===== src/rtl/mem_pkg.sv =====
// Shared types and constants for the memory-access stage.
package mem_pkg;

  // RV32I load/store funct3 encodings
  localparam logic [2:0] F3_B  = 3'd0;
  localparam logic [2:0] F3_H  = 3'd1;
  localparam logic [2:0] F3_W  = 3'd2;
  localparam logic [2:0] F3_BU = 3'd4;
  localparam logic [2:0] F3_HU = 3'd5;

  // Transaction sequencer states
  typedef enum logic [1:0] {
    ST_IDLE = 2'd0,
    ST_REQ  = 2'd1,
    ST_WAIT = 2'd2,
    ST_DONE = 2'd3
  } mem_state_t;

  // True when a load (is_load=1) or store (is_load=0) with this funct3 and
  // low address bits must be rejected: illegal size code or misaligned.
  function automatic logic f_access_fault(input logic       is_load,
                                          input logic [2:0] f3,
                                          input logic [1:0] lo);
    logic flt;
    flt = 1'b1;
    case (f3)
      F3_B:    flt = 1'b0;
      F3_H:    flt = lo[0];
      F3_W:    flt = (lo != 2'b00);
      F3_BU:   flt = ~is_load;
      F3_HU:   flt = ~is_load | lo[0];
      default: flt = 1'b1;
    endcase
    return flt;
  endfunction

endpackage


===== src/rtl/load_align.sv =====
// Extracts and sign/zero-extends the addressed byte/halfword of a read word.
module load_align
  import mem_pkg::*;
(
  input  logic [31:0] i_rdata,
  input  logic [1:0]  i_lane,
  input  logic [2:0]  i_funct3,
  output logic [31:0] o_result
);

  logic [7:0]  w_byte;
  logic [15:0] w_half;

  // Select the byte lane and the halfword lane from the read word
  always_comb begin
    w_byte = 8'd0;
    case (i_lane)
      2'd0:    w_byte = i_rdata[7:0];
      2'd1:    w_byte = i_rdata[15:8];
      2'd2:    w_byte = i_rdata[23:16];
      2'd3:    w_byte = i_rdata[31:24];
      default: w_byte = 8'd0;
    endcase
    if (i_lane[1]) begin
      w_half = i_rdata[31:16];
    end else begin
      w_half = i_rdata[15:0];
    end
  end

  // Extend according to access size and signedness
  always_comb begin
    o_result = 32'd0;
    case (i_funct3)
      F3_B:    o_result = {{24{w_byte[7]}}, w_byte};
      F3_BU:   o_result = {24'd0, w_byte};
      F3_H:    o_result = {{16{w_half[15]}}, w_half};
      F3_HU:   o_result = {16'd0, w_half};
      F3_W:    o_result = i_rdata;
      default: o_result = 32'd0;
    endcase
  end

endmodule


===== src/rtl/mem_stage.sv =====
// RISC-V memory-access stage: one data-memory transaction per load/store,
// with byte-enable/lane encoding on stores and extraction on loads.
module mem_stage
  import mem_pkg::*;
(
  input  logic        clk,
  input  logic        rst_n,
  input  logic        valid_m,
  input  logic        mem_read_m,
  input  logic        mem_write_m,
  input  logic [2:0]  funct3_m,
  input  logic [31:0] alu_result_m,
  input  logic [31:0] store_data_m,
  output logic        dmem_req,
  output logic        dmem_we,
  output logic [31:0] dmem_addr,
  output logic [31:0] dmem_wdata,
  output logic [3:0]  dmem_be,
  input  logic        dmem_ready,
  input  logic        dmem_rvalid,
  input  logic [31:0] dmem_rdata,
  output logic [31:0] mem_data_m,
  output logic        stall_m,
  output logic        mem_done,
  output logic        misalign_m
);

  mem_state_t  r_state;
  mem_state_t  w_next_state;

  logic [31:0] r_addr;
  logic [2:0]  r_funct3;
  logic        r_we;
  logic [31:0] r_wdata;
  logic [3:0]  r_be;
  logic [31:0] r_mem_data;
  logic        r_misalign;

  logic        w_access;
  logic        w_fault;
  logic        w_start;
  logic [31:0] w_wdata;
  logic [3:0]  w_be;
  logic [31:0] w_load;

  assign w_access = valid_m & (mem_read_m | mem_write_m);

  // Reject illegal or misaligned accesses before any request is issued
  always_comb begin
    w_fault = 1'b0;
    if (mem_read_m) begin
      w_fault = f_access_fault(1'b1, funct3_m, alu_result_m[1:0]);
    end else if (mem_write_m) begin
      w_fault = f_access_fault(1'b0, funct3_m, alu_result_m[1:0]);
    end else begin
      w_fault = 1'b0;
    end
  end

  assign w_start = (r_state == ST_IDLE) & w_access & ~w_fault;

  // Store lane replication and byte enables
  always_comb begin
    w_wdata = 32'd0;
    w_be    = 4'd0;
    case (funct3_m[1:0])
      2'b00: begin
        w_wdata = {4{store_data_m[7:0]}};
        w_be    = 4'b0001 << alu_result_m[1:0];
      end
      2'b01: begin
        w_wdata = {2{store_data_m[15:0]}};
        w_be    = 4'b0011 << {alu_result_m[1], 1'b0};
      end
      2'b10: begin
        w_wdata = store_data_m;
        w_be    = 4'b1111;
      end
      default: begin
        w_wdata = 32'd0;
        w_be    = 4'd0;
      end
    endcase
  end

  load_align u_load_align (
    .i_rdata  (dmem_rdata),
    .i_lane   (r_addr[1:0]),
    .i_funct3 (r_funct3),
    .o_result (w_load)
  );

  // Next-state sequencing for one request/response transaction
  always_comb begin
    w_next_state = r_state;
    case (r_state)
      ST_IDLE: begin
        if (w_start) begin
          w_next_state = ST_REQ;
        end else begin
          w_next_state = ST_IDLE;
        end
      end
      ST_REQ: begin
        if (dmem_ready) begin
          w_next_state = r_we ? ST_DONE : ST_WAIT;
        end else begin
          w_next_state = ST_REQ;
        end
      end
      ST_WAIT: begin
        if (dmem_rvalid) begin
          w_next_state = ST_DONE;
        end else begin
          w_next_state = ST_WAIT;
        end
      end
      ST_DONE: w_next_state = ST_IDLE;
      default: w_next_state = ST_IDLE;
    endcase
  end

  // State register; reset abandons any transaction in flight
  always_ff @(posedge clk or negedge rst_n) begin
    if (!rst_n) begin
      r_state <= ST_IDLE;
    end else begin
      r_state <= w_next_state;
    end
  end

  // Latch request fields at start, capture load data, flag rejected accesses
  always_ff @(posedge clk or negedge rst_n) begin
    if (!rst_n) begin
      r_addr     <= 32'd0;
      r_funct3   <= 3'd0;
      r_we       <= 1'b0;
      r_wdata    <= 32'd0;
      r_be       <= 4'd0;
      r_mem_data <= 32'd0;
      r_misalign <= 1'b0;
    end else begin
      if (w_start) begin
        r_addr   <= alu_result_m;
        r_funct3 <= funct3_m;
        r_we     <= mem_write_m;
        r_wdata  <= w_wdata;
        r_be     <= mem_write_m ? w_be : 4'd0;
      end
      if ((r_state == ST_WAIT) && dmem_rvalid) begin
        r_mem_data <= w_load;
      end
      r_misalign <= (r_state == ST_IDLE) & w_access & w_fault;
    end
  end

  assign dmem_req   = (r_state == ST_REQ);
  assign dmem_we    = r_we;
  assign dmem_addr  = {r_addr[31:2], 2'b00};
  assign dmem_wdata = r_wdata;
  assign dmem_be    = r_be;
  assign mem_data_m = r_mem_data;
  assign mem_done   = (r_state == ST_DONE);
  assign misalign_m = r_misalign;
  assign stall_m    = w_start | (r_state == ST_REQ) | (r_state == ST_WAIT);

endmodule


===== config.mk =====
export PLATFORM = sky130hd
export DESIGN_NAME = mem_stage
export DESIGN_NICKNAME = d
export VERILOG_FILES = /design/src/rtl/mem_pkg.sv /design/src/rtl/load_align.sv /design/src/rtl/mem_stage.sv
export SDC_FILE = /design/constraint.sdc
export NUM_CORES = 1
export LEC_CHECK = 0
export CAP_MARGIN = 20
export CORE_MARGIN = 1
export CORE_UTILIZATION = 30
export DETAILED_ROUTE_END_ITERATION = 7
export PLACE_DENSITY_LB_ADDON = 0.25
export SYNTH_ARGS = -nofsm -noshare
export SYNTH_HDL_FRONTEND = slang
export SYNTH_SLANG_ARGS = --single-unit

===== constraint.sdc =====
create_clock -name clk -period 2.8 [get_ports clk]
set_input_delay 0.42 -clock clk [delete_from_list [all_inputs] [get_ports clk]]
set_output_delay 0.42 -clock clk [all_outputs]
set_load 0.01 [all_outputs]

==> results of run 1 <==
==> worst max path at each step <==
stage / from / end / slack, ns / depth (start not counted)
final: funct3_m[0] / stall_m / 0.11 / 6
after global routing: funct3_m[0] / stall_m / 0.06 / 6
after CTS: funct3_m[0] / stall_m / 0.1 / 6
after detailed placement: funct3_m[0] / stall_m / 0.10 / 6
after global placement: funct3_m[0] / stall_m / 0.1 / 6
after floorplan: mem_read_m / stall_m / 0.99 / 5
==> registers in the layout, indices dropped and copies added, names as in the netlist, named ones only <==
register,cells
r_addr,32
r_state,1
misalign_m,1
mem_data_m,32
dmem_be,4
dmem_we,1
dmem_wdata,32
r_funct3,3
==> critical path, cell delays in order <==
cell	delay, ns
clkdlybuf4s50_1	0.54
a21oi_1	0.10
a21o_1	0.20
and2b_4	0.18
or3_1	0.34
clkdlybuf4s50_1	0.50
==> power groups by stage <==
stage	registers [uW]	logic [uW]	clock network, uW
finish	2770	3670	1310
global route	2890	3940	1420
CTS	2790	3720	1360
detailed placement	2800	3710	0
global placement	2780	3660	0
floorplan	2930	1800	0
==> cell type report <==
| type | count | area, um^2 | share of cell area [%] |
|---|---|---|---|
| clock buffer | 12 | 256 | 3.36 |
| tap | 220 | 275 | 3.60 |
| clock inverter | 4 | 48.8 | 0.639 |
| inverter | 20 | 75.1 | 0.983 |
| timing repair buffer | 222 | 2210 | 28.9 |
| sequential | 107 | 2680 | 35.0 |
| multi-input combinational | 271 | 2100 | 27.4 |
==> cell usage after synthesis <==
cell,instances
a21o_1,2
a21oi_1,30
a221o_1,11
a221o_2,6
a22o_1,9
a2bb2oi_1,6
and2_1,1
and2b_1,1
buf_1,3
buf_2,5
buf_4,39
buf_6,2
clkbuf_1,9
conb_1,1
dfrtp_1,107
inv_1,20
mux2_2,55
mux2i_1,24
mux4_1,1
mux4_2,2
nand2_1,36
nand2b_1,4
nand3b_1,1
nand3b_2,1
nor2_1,13
nor2_2,1
nor2b_1,13
nor3_1,1
nor3b_1,2
nor3b_4,1
nor4_1,1
nor4b_4,1
o211ai_1,10
o21a_1,1
o21ai_0,27
o221ai_1,6
or2b_1,1
or3_1,1
==> metal layers <==
layer	vias up	part of all wire, %	track usage [%]
met5	-	0	0
met4	0	1.7	6.74
met3	13	8.3	5.18
met2	173	47	27.3
met1	2032	43	21.7
li1	1950	-	-
==> metrics by stage <==
stage          std cells  power (uW)  utilization, %  hold slack, ns
2_1_floorplan        456        4730               -           0.124
5_1_grt              856        8260            45.4          0.0432
3_5_place_dp         840        6510            43.6           0.401
3_3_place_gp         839        6440            43.6           0.391
4_1_cts              856        7870            45.4          0.0207
6_report             856        7750            45.4          0.0228
==> logic make-up (layout without fill, tap and decap cells) <==
group	count (synthesis)	in the layout	share of synthesized area, %
AOI/OAI and AO/OA	108	108	14.2
muxes	82	82	17.8
buffers and inverters	78	258	8.81
DFF	107	107	51.2
and+or+nand+nor	79	79	7.87
other	1	2	0.0717
==> summary.md, run 1 <==
| Metric | Value |
|---|---|
| Status | `finished, final reports clean` |
| H-Tree Depth | `3` |
| Cell count after synthesis | `approximately 460` |
| Fin. Hold Viols | `0` |
| Core Region | `16,800 um^2` |
| Most frequent cells in the layout | `207 x clkdlybuf4s50_1, 107 x dfrtp_1, 55 x mux2_2` |
| Drt first pass iters | `4` |
| Post-CTS setup buffer count | `0` |
| Initial Util | `a little under a third` |
| Worst EP required | `between 2 and 2.5 ns` |
| Syn Area/Cell | `11.5 um^2` |
| Fmax | `371 MHz` |
| Max cap viols | `0` |
| Clock Power Share | `between 10% and 20%` |
| Crit Path Class | `in2out` |
| DR iter-0 viols | `between 150 and 200` |
| DIE AREA | `18,000 um^2` |
| Period utilization | `roughly 96%` |
| Reg2Reg Depth | `4` |
| Commonest non-fill, non-tap cell in the layout | `clkdlybuf4s50_1` |
| RSZ-0062 raised after global routing | `no` |
| Worst r2r src | `r_funct3[0]$_DFFE_PN0P_` |
| Endpoint type of the worst setup path | `output pin` |
| Clock sinks | `between 100 and 150` |
| Cell Area, Placed | `approximately 7300 um^2` |
| Pint | `~5300 uW` |
| # diodes | `0` |
| Post-synthesis sequential area ratio | `51.2%` |
| CTS Root Cell | `clkbuf_16` |
| Maximum vdd drop | `a little under 0.4 mV` |
| CTS buffer count | `9` |
| WL/cell | `approximately 17 um` |
| Clk buf depth | `2` |
| Die Y | `between 100 and 150 um` |
| Row count | `47` |
| Initial antenna violation count | `0` |
| Seq cells post-synth | `~110` |
| Io pins | `211` |
| Min-Delay Path Class | `in2async` |
| First-pass GRT wire length | `23.8 mm` |
| Fillers | `around 1,600` |
| Crit path DAT | `around 2.3 ns` |
| Final setup viols | `0` |
| Worst R2R End | `mem_data_m[16]$_DFFE_PN0P_` |
| Net Sw Frac | `32.2%` |
| Yosys warns | `0` |
| Vias/cell | `just under 5` |
| Measured slew at the worst slew-check pin | `roughly 0.85 ns` |
| Cts hold-fix bufs | `0` |
| Total wire length | `around 15 mm` |
| Pre-CTS setup slack | `a little over 0.1 ns` |
| Vias | `4,168` |
| Vias in the first global route | `4,425` |
| Slew Viols, Final | `0` |
| Final instance area | `7640 um^2` |
| Worst Path Max Fanout | `3` |
| Leak Pwr | `between 0.003 and 0.004 uW` |
| Fin Setup TNS | `0 ns` |
| Cell Area, Synth | `~5200 um^2` |
| Largest net degree at the start of global routing | `76` |
| Share of the synthesized area in the top cell type | `roughly 50%` |
| Total grt overflow | `0` |
| Max-slew headroom | `~43%` |
| Top post-synthesis cells by area | `dfrtp_1 51%, mux2_2 12%, buf_4 5.6%, mux2i_1 4.6%, a21oi_1 2.9%` |
| DRC Markers | `0` |
| Share of cells above drive strength 1 | `between 15 and 20%` |
| Input/output buffers | `between 200 and 250` |
| Sequential Power Share | `a little over a third` |
| Worst-Skew Late Latency | `0.35 ns` |
| DP HPWL | `10.8 mm` |
| PnR worst setup slack | `between 0.1 and 0.15 ns` |
| Post-route minimum period | `2.69 ns` |
| CTS tree | `yes` |
| Yosys top cell by area | `dfrtp_1` |
| Switching pwr | `roughly 2500 uW` |
| Worst setup SP type | `primary input` |
| Gr usage total | `between 10% and 20%` |
| Nets | `737` |
| Post-CTS sizing | `0` |
| Routability cong. | `0.834` |
| Die X | `between 100 and 150 um` |
| Comb pwr share | `47.4%` |
| Distinct cell type count after synthesis | `38` |
| Pwr Density | `slightly above 1000 nW/um^2` |
| Setup Skew | `between 0.009 and 0.01 ns` |
| Routed Antenna Nets | `0` |
| Worst reg-to-reg setup slack | `0.81 ns` |
| Clock Pin Slew Worst Setup and Hold Paths | `about 0.070 ns` |
| Area Overhead vs Synth | `46.1%` |
Note: power is estimated with default switching activity, not from simulation.
==> run 2: changes to the inputs <==
- ABC_CLOCK_PERIOD_IN_PS: unset -> 2800
==> results of run 2 <==
No change in the layout: final DEF, timing and power equal those of run 1.
